File: config.mk
export PLATFORM = sky130hd
export DESIGN_NAME = axi_sram_slave_flat
export DESIGN_NICKNAME = d
export VERILOG_FILES = /design/src/rtl/axi_sram_slave_if.sv /design/src/rtl/axi_sram_slave.sv /design/src/flat_wrapper.sv
export SDC_FILE = /design/constraint.sdc
export NUM_CORES = 1
export LEC_CHECK = 0
export CAP_MARGIN = 20
export CORE_AREA = 2 2 109 111
export DETAILED_ROUTE_END_ITERATION = 8
export DIE_AREA = 0 0 111 113
export PLACE_DENSITY = 0.78
export SETUP_SLACK_MARGIN = 0.15
export SLEW_MARGIN = 10
export SYNTH_ARGS = -nofsm -noshare
export SYNTH_HDL_FRONTEND = slang
export SYNTH_SLANG_ARGS = --single-unit
File: constraint.sdc
create_clock -name clk -period 2.7 [get_ports clk]
set_clock_uncertainty 0.1 [all_clocks]
set_input_delay 0.405 -clock clk [delete_from_list [all_inputs] [get_ports clk]]
set_output_delay 0.405 -clock clk [all_outputs]
set_load 0.005 [all_outputs]
File: src/rtl/axi_sram_slave_if.sv
// AXI4 read/write channel bundle between the CPU-side master and axi_sram_slave.
interface axi_sram_slave_if #(
    parameter int ID_W = 8
);
    logic [ID_W-1:0] ARID;
    logic [31:0]     ARADDR;
    logic [3:0]      ARLEN;
    logic [2:0]      ARSIZE;
    logic [1:0]      ARBURST;
    logic            ARVALID;
    logic            ARREADY;

    logic [ID_W-1:0] AWID;
    logic [31:0]     AWADDR;
    logic [3:0]      AWLEN;
    logic [2:0]      AWSIZE;
    logic [1:0]      AWBURST;
    logic            AWVALID;
    logic            AWREADY;

    logic [31:0]     WDATA;
    logic [3:0]      WSTRB;
    logic            WLAST;
    logic            WVALID;
    logic            WREADY;

    logic [ID_W-1:0] BID;
    logic [1:0]      BRESP;
    logic            BVALID;
    logic            BREADY;

    logic [ID_W-1:0] RID;
    logic [31:0]     RDATA;
    logic [1:0]      RRESP;
    logic            RLAST;
    logic            RVALID;
    logic            RREADY;

    modport slave (
        input  ARID, ARADDR, ARLEN, ARSIZE, ARBURST, ARVALID,
        output ARREADY,
        input  AWID, AWADDR, AWLEN, AWSIZE, AWBURST, AWVALID,
        output AWREADY,
        input  WDATA, WSTRB, WLAST, WVALID,
        output WREADY,
        output BID, BRESP, BVALID,
        input  BREADY,
        output RID, RDATA, RRESP, RLAST, RVALID,
        input  RREADY
    );

    modport master (
        output ARID, ARADDR, ARLEN, ARSIZE, ARBURST, ARVALID,
        input  ARREADY,
        output AWID, AWADDR, AWLEN, AWSIZE, AWBURST, AWVALID,
        input  AWREADY,
        output WDATA, WSTRB, WLAST, WVALID,
        input  WREADY,
        input  BID, BRESP, BVALID,
        output BREADY,
        input  RID, RDATA, RRESP, RLAST, RVALID,
        output RREADY
    );
endinterface

File: src/rtl/axi_sram_slave.sv
// AXI4 slave driving a single-port synchronous SRAM; INCR/FIXED bursts up to 16 beats.
// Define AXI_SRAM_RANGE_CHECK_EN to answer DECERR for addresses above the SRAM size.
module axi_sram_slave #(
    parameter int ID_W    = 8,
    parameter int SRAM_AW = 14
) (
    input  logic               clk,
    input  logic               rst,
    axi_sram_slave_if.slave    axi,
    output logic               SRAM_CS,
    output logic               SRAM_OE,
    output logic [3:0]         SRAM_WEB,
    output logic [SRAM_AW-1:0] SRAM_A,
    output logic [31:0]        SRAM_DI,
    input  logic [31:0]        SRAM_DO
);
    typedef enum logic [2:0] {IDLE, R_ISSUE, R_DATA, W_DATA, W_RESP} state_t;

    state_t             state, next_state;
    logic               init_done;
    logic [ID_W-1:0]    id_q;
    logic [SRAM_AW-1:0] addr_q;
    logic [3:0]         len_q, cnt_q;
    logic               fixed_q, over_q, mismatch_q, r_first_q;
    logic [31:0]        rdata_q;
    logic               range_err;
    logic               ar_hs, aw_hs, r_hs, w_hs, at_last;

    assign ar_hs   = (state == IDLE) && init_done && axi.ARVALID;
    assign aw_hs   = (state == IDLE) && init_done && !axi.ARVALID && axi.AWVALID;
    assign r_hs    = (state == R_DATA) && axi.RREADY;
    assign w_hs    = (state == W_DATA) && axi.WVALID;
    assign at_last = (cnt_q == len_q);

`ifdef AXI_SRAM_RANGE_CHECK_EN
    logic range_err_q;

    always_ff @(posedge clk or negedge rst) begin
        if (!rst)       range_err_q <= 1'b0;
        else if (ar_hs) range_err_q <= |axi.ARADDR[31:SRAM_AW+2];
        else if (aw_hs) range_err_q <= |axi.AWADDR[31:SRAM_AW+2];
    end

    assign range_err = range_err_q;
`else
    assign range_err = 1'b0;
`endif

    // Size is always treated as 4 bytes and upper address bits alias by default.
    logic unused_bits;
    assign unused_bits = ^{axi.ARSIZE, axi.AWSIZE, axi.ARADDR[1:0], axi.AWADDR[1:0],
                           axi.ARADDR[31:SRAM_AW+2], axi.AWADDR[31:SRAM_AW+2]};

    always_ff @(posedge clk or negedge rst) begin
        if (!rst) state <= IDLE;
        else      state <= next_state;
    end

    always_comb begin
        next_state    = state;
        axi.ARREADY   = 1'b0;
        axi.AWREADY   = 1'b0;
        axi.WREADY    = 1'b0;
        axi.RVALID    = 1'b0;
        axi.RLAST     = 1'b0;
        axi.RRESP     = 2'b00;
        axi.BVALID    = 1'b0;
        axi.BRESP     = 2'b00;
        SRAM_CS       = 1'b0;
        SRAM_OE       = 1'b0;
        SRAM_WEB      = 4'hF;
        SRAM_DI       = '0;
        case (state)
            IDLE: begin
                axi.ARREADY = init_done;
                axi.AWREADY = init_done && !axi.ARVALID;
                if (ar_hs)      next_state = R_ISSUE;
                else if (aw_hs) next_state = W_DATA;
            end
            R_ISSUE: begin
                SRAM_CS    = !range_err;
                SRAM_OE    = !range_err;
                next_state = R_DATA;
            end
            R_DATA: begin
                axi.RVALID = 1'b1;
                axi.RLAST  = at_last;
                axi.RRESP  = range_err ? 2'b11 : 2'b00;
                if (r_hs) next_state = at_last ? IDLE : R_ISSUE;
            end
            W_DATA: begin
                axi.WREADY = 1'b1;
                if (w_hs && !over_q && !range_err) begin
                    SRAM_CS  = 1'b1;
                    SRAM_WEB = ~axi.WSTRB;
                    SRAM_DI  = axi.WDATA;
                end
                if (w_hs && axi.WLAST) next_state = W_RESP;
            end
            W_RESP: begin
                axi.BVALID = 1'b1;
                axi.BRESP  = range_err ? 2'b11 : (mismatch_q ? 2'b10 : 2'b00);
                if (axi.BREADY) next_state = IDLE;
            end
            default: next_state = IDLE;
        endcase
    end

    // First R_DATA cycle forwards the SRAM output; later cycles replay the captured copy.
    assign axi.RDATA = r_first_q ? (range_err ? 32'h0 : SRAM_DO) : rdata_q;
    assign axi.RID   = id_q;
    assign axi.BID   = id_q;
    assign SRAM_A    = addr_q;

    always_ff @(posedge clk or negedge rst) begin
        if (!rst) begin
            init_done  <= 1'b0;
            id_q       <= '0;
            addr_q     <= '0;
            len_q      <= '0;
            cnt_q      <= '0;
            fixed_q    <= 1'b0;
            over_q     <= 1'b0;
            mismatch_q <= 1'b0;
            r_first_q  <= 1'b0;
            rdata_q    <= '0;
        end else begin
            init_done <= 1'b1;
            r_first_q <= (state == R_ISSUE);
            if (r_first_q) rdata_q <= range_err ? 32'h0 : SRAM_DO;
            if (ar_hs) begin
                id_q    <= axi.ARID;
                addr_q  <= axi.ARADDR[SRAM_AW+1:2];
                len_q   <= axi.ARLEN;
                fixed_q <= (axi.ARBURST == 2'b00);
                cnt_q   <= '0;
            end else if (aw_hs) begin
                id_q       <= axi.AWID;
                addr_q     <= axi.AWADDR[SRAM_AW+1:2];
                len_q      <= axi.AWLEN;
                fixed_q    <= (axi.AWBURST == 2'b00);
                cnt_q      <= '0;
                over_q     <= 1'b0;
                mismatch_q <= 1'b0;
            end else if (r_hs && !at_last) begin
                cnt_q <= cnt_q + 1'b1;
                if (!fixed_q) addr_q <= addr_q + 1'b1;
            end else if (w_hs) begin
                // over_q marks beats past len so they are acknowledged but never written.
                if (axi.WLAST) begin
                    if (!at_last || over_q) mismatch_q <= 1'b1;
                end else if (at_last) begin
                    over_q <= 1'b1;
                end else begin
                    cnt_q <= cnt_q + 1'b1;
                    if (!fixed_q) addr_q <= addr_q + 1'b1;
                end
            end
        end
    end
endmodule

File: src/flat_wrapper.sv
// flat-port wrapper written by rule: the top's interface ports become plain ports
module axi_sram_slave_flat 
#(
    parameter int ID_W    = 8,
    parameter int SRAM_AW = 14
)
  (clk, rst, SRAM_CS, SRAM_OE, SRAM_WEB, SRAM_A, SRAM_DI, SRAM_DO, axi_ARID, axi_ARADDR, axi_ARLEN, axi_ARSIZE, axi_ARBURST, axi_ARVALID, axi_ARREADY, axi_AWID, axi_AWADDR, axi_AWLEN, axi_AWSIZE, axi_AWBURST, axi_AWVALID, axi_AWREADY, axi_WDATA, axi_WSTRB, axi_WLAST, axi_WVALID, axi_WREADY, axi_BID, axi_BRESP, axi_BVALID, axi_BREADY, axi_RID, axi_RDATA, axi_RRESP, axi_RLAST, axi_RVALID, axi_RREADY);
  axi_sram_slave_if #(.ID_W(ID_W)) axi_i ();
  input  logic clk;
  input  logic rst;
  output logic SRAM_CS;
  output logic SRAM_OE;
  output logic [3:0] SRAM_WEB;
  output logic [SRAM_AW-1:0] SRAM_A;
  output logic [31:0] SRAM_DI;
  input  logic [31:0] SRAM_DO;
  input wire logic [$bits(axi_i.ARID)-1:0] axi_ARID;
  input wire logic [$bits(axi_i.ARADDR)-1:0] axi_ARADDR;
  input wire logic [$bits(axi_i.ARLEN)-1:0] axi_ARLEN;
  input wire logic [$bits(axi_i.ARSIZE)-1:0] axi_ARSIZE;
  input wire logic [$bits(axi_i.ARBURST)-1:0] axi_ARBURST;
  input wire logic [$bits(axi_i.ARVALID)-1:0] axi_ARVALID;
  output wire logic [$bits(axi_i.ARREADY)-1:0] axi_ARREADY;
  input wire logic [$bits(axi_i.AWID)-1:0] axi_AWID;
  input wire logic [$bits(axi_i.AWADDR)-1:0] axi_AWADDR;
  input wire logic [$bits(axi_i.AWLEN)-1:0] axi_AWLEN;
  input wire logic [$bits(axi_i.AWSIZE)-1:0] axi_AWSIZE;
  input wire logic [$bits(axi_i.AWBURST)-1:0] axi_AWBURST;
  input wire logic [$bits(axi_i.AWVALID)-1:0] axi_AWVALID;
  output wire logic [$bits(axi_i.AWREADY)-1:0] axi_AWREADY;
  input wire logic [$bits(axi_i.WDATA)-1:0] axi_WDATA;
  input wire logic [$bits(axi_i.WSTRB)-1:0] axi_WSTRB;
  input wire logic [$bits(axi_i.WLAST)-1:0] axi_WLAST;
  input wire logic [$bits(axi_i.WVALID)-1:0] axi_WVALID;
  output wire logic [$bits(axi_i.WREADY)-1:0] axi_WREADY;
  output wire logic [$bits(axi_i.BID)-1:0] axi_BID;
  output wire logic [$bits(axi_i.BRESP)-1:0] axi_BRESP;
  output wire logic [$bits(axi_i.BVALID)-1:0] axi_BVALID;
  input wire logic [$bits(axi_i.BREADY)-1:0] axi_BREADY;
  output wire logic [$bits(axi_i.RID)-1:0] axi_RID;
  output wire logic [$bits(axi_i.RDATA)-1:0] axi_RDATA;
  output wire logic [$bits(axi_i.RRESP)-1:0] axi_RRESP;
  output wire logic [$bits(axi_i.RLAST)-1:0] axi_RLAST;
  output wire logic [$bits(axi_i.RVALID)-1:0] axi_RVALID;
  input wire logic [$bits(axi_i.RREADY)-1:0] axi_RREADY;
  assign axi_i.ARID = axi_ARID;
  assign axi_i.ARADDR = axi_ARADDR;
  assign axi_i.ARLEN = axi_ARLEN;
  assign axi_i.ARSIZE = axi_ARSIZE;
  assign axi_i.ARBURST = axi_ARBURST;
  assign axi_i.ARVALID = axi_ARVALID;
  assign axi_ARREADY = axi_i.ARREADY;
  assign axi_i.AWID = axi_AWID;
  assign axi_i.AWADDR = axi_AWADDR;
  assign axi_i.AWLEN = axi_AWLEN;
  assign axi_i.AWSIZE = axi_AWSIZE;
  assign axi_i.AWBURST = axi_AWBURST;
  assign axi_i.AWVALID = axi_AWVALID;
  assign axi_AWREADY = axi_i.AWREADY;
  assign axi_i.WDATA = axi_WDATA;
  assign axi_i.WSTRB = axi_WSTRB;
  assign axi_i.WLAST = axi_WLAST;
  assign axi_i.WVALID = axi_WVALID;
  assign axi_WREADY = axi_i.WREADY;
  assign axi_BID = axi_i.BID;
  assign axi_BRESP = axi_i.BRESP;
  assign axi_BVALID = axi_i.BVALID;
  assign axi_i.BREADY = axi_BREADY;
  assign axi_RID = axi_i.RID;
  assign axi_RDATA = axi_i.RDATA;
  assign axi_RRESP = axi_i.RRESP;
  assign axi_RLAST = axi_i.RLAST;
  assign axi_RVALID = axi_i.RVALID;
  assign axi_i.RREADY = axi_RREADY;
  axi_sram_slave #(.ID_W(ID_W), .SRAM_AW(SRAM_AW)) u_core (.clk(clk), .rst(rst), .axi(axi_i), .SRAM_CS(SRAM_CS), .SRAM_OE(SRAM_OE), .SRAM_WEB(SRAM_WEB), .SRAM_A(SRAM_A), .SRAM_DI(SRAM_DI), .SRAM_DO(SRAM_DO));
endmodule
==> results of run 1 <==
stage by stage:
stage | total power (W) | std cells | setup WS [ns] | cell area, um2
finish | 0.00669 | 785 | 0.0563 | 6860
detailed placement | 0.00535 | 755 | 0.124 | 6270
CTS | 0.00666 | 776 | 0.0257 | 6620
global placement | 0.00523 | 755 | 0.149 | 6270
floorplan | 0.00354 | 390 | 0.596 | 3770
global route | 0.00716 | 785 | 0.00448 | 6860
cell usage after synthesis (4+ instances only):
cell type and number:
mux2_2 33, nor2_1 30, nand2_1 33, buf_1 4
buf_2 4, dfrtp_1 70, a31oi_1 6, buf_4 13
o22ai_1 22, clkbuf_1 9, and2_1 32, xnor2_1 10
o21ai_0 17, o22a_1 5, a21oi_1 25, nand3_1 10
inv_1 8, nor3_1 5
cell type report:
class / count / share of cell area, %
inverters: 9 / 0.529
clock inverters: 6 / 1.02
well taps: 143 / 2.61
repair buffers: 268 / 40.3
clock buffers: 10 / 3.48
flip-flops and latches: 70 / 25.6
multi-input cells: 279 / 26.4
routing by layer:
metal,vias up,wire [um],track usage [%],share of wire (%)
li1,1863,-,-,-
met3,15,738,4.39,5.5
met5,-,0,0,0
met1,1879,5450,23.7,41
met4,0,150,5.25,1.1
met2,138,6960,37.6,52
final timing paths:
| kind | startpoint | endpoint | slack (ns) | cells after the start |
|---|---|---|---|---|
| min | rst | u_core.rdata_q[4] | 0.17 | 2 |
| min in group clk | u_core.rdata_q[24] | u_core.rdata_q[24] | 0.40 | 1 |
| max | u_core.state[2] | SRAM_DI[13] | 0.06 | 7 |
| min reg2reg | u_core.rdata_q[24] | u_core.rdata_q[24] | 0.40 | 1 |
| max in group asynchronous | rst | u_core.state[0] | 1.68 | 2 |
| max reg2reg | u_core.state[2] | u_core.SRAM_A[13] | 0.40 | 6 |
power groups by stage:
stage / clock network, W / logic, W / registers, W
finish: 0.00120 / 0.00356 / 0.00192
detailed placement: 0 / 0.00341 / 0.00194
floorplan: 0 / 0.00170 / 0.00184
global placement: 0 / 0.00333 / 0.00190
CTS: 0.00123 / 0.00351 / 0.00191
global route: 0.00128 / 0.00390 / 0.00198
sequential cells by signal (all words and copies together), names as in the netlist:
register,flops
u_core.cnt_q,4
u_core.len_q,4
u_core.axi.BID,8
u_core.rdata_q,32
u_core.init_done,1
u_core.fixed_q,1
u_core.state,3
u_core.SRAM_A,14
u_core.r_first_q,1
u_core.over_q,1
u_core.mismatch_q,1
logic make-up after synthesis:
logic type / synth area share (%)
other: 0.200
xor gates and xnor gates: 3.03
buffers and inverters: 5.92
DFF: 46.5
and+or+nand+nor: 16.8
adders and majority gates: 0.665
AOI/OAI and AO/OA: 16.7
muxes: 10.1
layout by cell type (no fill, tap or decap), types with 2 or more instances in the layout:
cell type        count
clkdlybuf4s50_1    199
dfrtp_1             67
dlymetal6s2s_1      37
mux2_2              33
and2_1              32
nand2_1             32
nor2_1              29
a21oi_1             25
buf_4               24
o22ai_1             22
o21ai_0             17
clkbuf_16           11
xnor2_1             10
nand3_1              9
inv_1                8
a31oi_1              6
nor3_1               5
o22a_1               5
conb_1               4
nand2b_1             3
nand4_1              3
nor4_1               3
a211oi_1             3
xor2_1               3
o31ai_1              3
o211ai_1             3
clkinvlp_4           3
dfrtp_2              3
o21ai_2              2
a211o_1              2
o2bb2ai_1            2
or3_1                2
ha_1                 2
buf_12               2
what timing repair did:
item / 4_1_cts / 5_1_grt
endpoints found under the hold margin: 0 / 0
pin swaps: 1 / 1
buffers inserted: 5 / 5
setup endpoints to repair: 40 / 41
cloned: 0 / 4
gates resized for setup: 6 / 42
==> results.py, run 1 <==
metrics = {
    "outcome": {
        "outcome": "finished, final reports clean",
    },
    "yosys": {
        "synth.cell_area_um2": 3760,
        "syn_area_per_cell_um2": 9.70,
        "synthFlopType": "dfrtp_1",
        "ys_seq_area_share_pct": 46.5,
        "yosysWarnings": 0,
        "synth_seq_cells": 70,
        "async_flop_share_pct": 100,
        "synth_cell_type_count": 49,
        "yosys.area.top_type_share_pct": 46.5,
        "synth-edff-count": 0,
        "synth.area.top_cells": "dfrtp_1 47%, mux2_2 9.9%, and2_1 5.3%",
        "synth_area_leader_cell": "dfrtp_1",
        "syn_inst": 388,
    },
    "setup_path": {
        "cp-end-kind": "primary output",
        "path_delay_family": "buffers and inverters",
        "crit_slowest_cell": "clkdlybuf4s50_1",
        "crit_chain": "and3b_2, nand2_2, nor2_4, buf_12, buf_8, and2_1, clkdlybuf4s50_1",
        "cp.required_ns": 2.19,
        "startpoint_type": "flop",
        "critPathMaxStageDelay_ns": 0.50,
        "crit_type": "reg2out",
        "cp_max_fo": 9,
        "crit_arrival_ns": 2.14,
        "path_buf_inv": 3,
    },
    "floorplan": {
        "die-area_um2": 12500,
        "num_io_pins": 284,
        "core-area_um2": 11300,
        "fp.dieW_um": 111,
        "initial_utilization_pct": 33.4,
        "rows": 39,
        "die_height_um": 113,
    },
    "global_route": {
        "grt_pass1_vias": 4141,
        "antenna_found_initial": 0,
        "overflow": 0,
        "grtUsageTotal_pct": 20.2,
        "grt_max_degree": 71,
        "grt_pass1_wl_mm": 20.7,
    },
    "power_and_ir_drop": {
        "switchingPower_w": 0.00222,
        "combPwrFrac_pct": 53.3,
        "powerDensity_nw_per_um2": 975,
        "switching_share_pct": 33.2,
        "p_leak_nw": 3.33,
        "irDropWorstVdd_v": 0.000545,
        "seq_power_share_pct": 28.7,
        "internal_power_w": 0.00447,
        "p_clk_share_pct": 18.0,
    },
    "cts": {
        "cts_buffers": 9,
        "clock-root-buffer": "clkbuf_16",
        "clk_pin_slew_worst_paths_ns": 0.06,
        "clock_latency_ns": 0.33,
        "ctsHoldBuffers": 0,
        "h-tree-depth": 3,
        "cts_buffer_depth": 2,
        "cts_sinks": 70,
        "cts_tree": "yes",
    },
    "placement": {
        "portBuffers": 238,
        "dp_hpwl_mm": 9.80,
        "gp_congestion": 0.825,
    },
    "route": {
        "drt_iter0_drc": 188,
        "post_drt_wl_per_cell_um": 16.9,
        "wl_mm": 13.3,
        "dr_total_vias": 3895,
        "first_pass_iters": 4,
        "postRouteAntennaNets": 0,
        "viasPerCell": 4.96,
        "drcViolationCount": 0,
    },
    "finish": {
        "fill_cells": 950,
        "drive_above_1_share_pct": 14.5,
        "diodes": 0,
        "seq_area_um2": 1760,
        "multi_input_comb_area_um2": 1810,
        "synthToLayoutAreaGrowth_pct": 82.2,
        "final_util_pct": 60.8,
        "layout.nets": 813,
    },
    "sta": {
        "whs_ns": 0.175,
        "finalSetupTns_ns": 0,
        "timing.final.crit_share_pct": 97.9,
        "finalSetupViolations": 0,
        "hold_viol": 0,
        "report.final.slew_viol_count": 0,
        "rsz0062_at_grt": "true",
        "min_period_ns": 2.64,
        "relSlewSlack_pct": 40.3,
        "tightest_slew_ns": 0.896,
        "fmax_ghz": 0.378,
    },
    "flow_run": {
        "maxCapViolCount": 0,
    },
    "min_path": {
        "min_path_type": "in2async",
    },
}
Note: power is estimated with default switching activity, not from simulation.
==> run 2, diff against run 1 <==
--- a/config.mk
+++ b/config.mk
@@ -11,7 +11,7 @@
 export DIE_AREA = 0 0 111 113
 export PLACE_DENSITY = 0.78
 export SETUP_SLACK_MARGIN = 0.15
-export SLEW_MARGIN = 10
+export SLEW_MARGIN = 5
 export SYNTH_ARGS = -nofsm -noshare
 export SYNTH_HDL_FRONTEND = slang
 export SYNTH_SLANG_ARGS = --single-unit
==> results of run 2 <==
Final layout, timing and power as in run 1 (identical DEF).
==> run 3, diff against run 2 <==
--- a/config.mk
+++ b/config.mk
@@ -5,11 +5,13 @@
 export SDC_FILE = /design/constraint.sdc
 export NUM_CORES = 1
 export LEC_CHECK = 0
+export ABC_CLOCK_PERIOD_IN_PS = 2700
 export CAP_MARGIN = 20
 export CORE_AREA = 2 2 109 111
+export CTS_CLUSTER_DIAMETER = 60
 export DETAILED_ROUTE_END_ITERATION = 8
 export DIE_AREA = 0 0 111 113
-export PLACE_DENSITY = 0.78
+export PLACE_DENSITY = 0.83
 export SETUP_SLACK_MARGIN = 0.15
 export SLEW_MARGIN = 5
 export SYNTH_ARGS = -nofsm -noshare
==> results.py, run 3 (synthesis results as in run 1) <==
metrics = {
    "cts": {
        "ctsHoldBuffers": 0,
        "cts_buffer_depth": 2,
        "h-tree-depth": 3,
        "cts_sinks": 70,
        "clock_latency_ns": 0.33,
        "cts_tree": "yes",
        "clock-root-buffer": "clkbuf_16",
        "clk_pin_slew_worst_paths_ns": 0.06,
        "cts_buffers": 9,
    },
    "sta": {
        "fmax_ghz": 0.402,
        "tightest_slew_ns": 0.901,
        "whs_ns": 0.0832,
        "timing.final.crit_share_pct": 92.2,
        "finalSetupTns_ns": 0,
        "hold_viol": 0,
        "relSlewSlack_pct": 39.9,
        "min_period_ns": 2.49,
        "report.final.slew_viol_count": 0,
        "finalSetupViolations": 0,
        "rsz0062_at_grt": "false",
    },
    "placement": {
        "gp_congestion": 0.823,
        "portBuffers": 238,
        "dp_hpwl_mm": 9.74,
    },
    "floorplan": {
        "die_height_um": 113,
        "rows": 39,
        "initial_utilization_pct": 33.4,
        "fp.dieW_um": 111,
        "core-area_um2": 11300,
        "num_io_pins": 284,
        "die-area_um2": 12500,
    },
    "setup_path": {
        "path_delay_family": "buffers and inverters",
        "startpoint_type": "flop",
        "crit_arrival_ns": 1.98,
        "crit_chain": "and3b_2, nand2_4, nor2_4, buf_6, buf_16, nand2_1, clkdlybuf4s50_1",
        "critPathMaxStageDelay_ns": 0.49,
        "path_buf_inv": 3,
        "cp-end-kind": "primary output",
        "reg2reg_to": "u_core.SRAM_A[11]",
        "crit_type": "reg2out",
        "r2r-start": "u_core.state[2]",
        "cp.required_ns": 2.19,
        "r2r_cells": 7,
        "cp_max_fo": 16,
        "reg2reg_slack_ns": 0.32,
        "crit_slowest_cell": "clkdlybuf4s50_1",
    },
    "global_route": {
        "grt_pass1_wl_mm": 20.6,
        "overflow": 0,
        "grtUsageTotal_pct": 20.4,
        "antenna_found_initial": 0,
        "grt_pass1_vias": 3968,
        "grt_max_degree": 71,
    },
    "finish": {
        "layout_common_cells": "200 x clkdlybuf4s50_1, 67 x dfrtp_1, 33 x mux2_2",
        "drive_above_1_share_pct": 14.0,
        "synthToLayoutAreaGrowth_pct": 79.6,
        "top_register": "u_core.rdata_q",
        "largest_reg_flops": 32,
        "diodes": 0,
        "final_common_cell": "clkdlybuf4s50_1",
        "layout.nets": 808,
    },
    "power_and_ir_drop": {
        "internal_power_w": 0.00444,
        "switching_share_pct": 33.6,
        "irDropWorstVdd_v": 0.000484,
        "p_clk_share_pct": 18.2,
        "switchingPower_w": 0.00224,
        "combPwrFrac_pct": 53.0,
        "powerDensity_nw_per_um2": 988,
        "seq_power_share_pct": 28.8,
        "p_leak_nw": 3.12,
    },
    "route": {
        "first_pass_iters": 4,
        "dr_total_vias": 3910,
        "wl_mm": 13.3,
        "viasPerCell": 5.01,
        "postRouteAntennaNets": 0,
        "drcViolationCount": 0,
        "post_drt_wl_per_cell_um": 17.0,
        "drt_iter0_drc": 133,
    },
    "flow_run": {
        "maxCapViolCount": 0,
    },
    "outcome": {
        "outcome": "finished, final reports clean",
    },
    "min_path": {
        "min_path_type": "in2async",
    },
}
-- run 3: changes by cell type in the layout (fill, tap and decap cells not counted), moves of 2 or more --
| cell | delta |
|---|---|
| buf_4 | -2 |
| dlygate4sd2_1 | +15 |
| dlymetal6s2s_1 | -16 |
| clkbuf_16 | -2 |
| clkinvlp_4 | -2 |
-- run 3: layout make-up --
| class | instances | area, um2 |
|---|---|---|
| fill | 939 | 4510 |
| clock inverter | 6 | 68.8 |
| tap | 143 | 179 |
| clock buffer | 10 | 239 |
| timing repair buffer | 263 | 2650 |
| multi-input combinational | 279 | 1830 |
| sequential | 70 | 1760 |
| inverter | 9 | 41.3 |
-- run 3: worst max-delay path by stage --
stage | startpoint | endpoint | cells past startpoint
3_5_place_dp | axi_WVALID | SRAM_DI[4] | 6
2_1_floorplan | u_core.state[2] | SRAM_DI[26] | 6
5_1_grt | u_core.cnt_q[2] | axi_RLAST | 4
6_report | u_core.state[1] | SRAM_WEB[3] | 7
3_3_place_gp | axi_WVALID | SRAM_DI[26] | 6
4_1_cts | u_core.state[2] | SRAM_DI[4] | 7
-- run 3: power groups by stage --
stage               clock network [W]  registers (W)  logic, W
finish                        0.00122        0.00192   0.00354
global route                  0.00129        0.00199   0.00384
CTS                           0.00124        0.00191   0.00355
detailed placement                  0        0.00194   0.00344
global placement                    0        0.00189   0.00333
floorplan                           0        0.00184   0.00170
-- run 3: repair_timing --
item                       4_1_cts  5_1_grt
hold endpoints to repair         0        0
pin swaps                        1        2
gates resized for setup         25       26
buffers inserted                10        2
cloned                           1        0
setup endpoints to repair       39       27
-- run 3: per-stage QoR --
stage / instance area (um2) / cells / utilization (%) / worst slack (ns) / total power [W]
floorplan: 3770 / 390 / - / 0.596 / 0.00354
global placement: 6260 / 751 / 55.5 / 0.211 / 0.00523
global route: 6760 / 780 / 60.0 / 0.153 / 0.00711
finish: 6760 / 780 / 60.0 / 0.211 / 0.00668
CTS: 6670 / 778 / 59.2 / 0.0824 / 0.00671
detailed placement: 6260 / 751 / 55.5 / 0.179 / 0.00537
-- run 3: worst register-to-register path, stage by stage, from the launching register on --
cell       delay [ns]
dfrtp_2          0.43
or4b_4           0.56
buf_4            0.18
inv_8            0.08
nand2_1          0.25
o22ai_1          0.32
o21ai_0          0.17
o2bb2ai_1        0.16
-- run 3: layer usage --
metal  global-route usage, %  vias to the layer above  share of wire, %
met3                    6.48                       19               8.6
li1                        -                     1851                 -
met5                       0                        -                 0
met4                    6.00                        0               1.4
met1                    24.2                     1845                40
met2                    35.7                      195                50
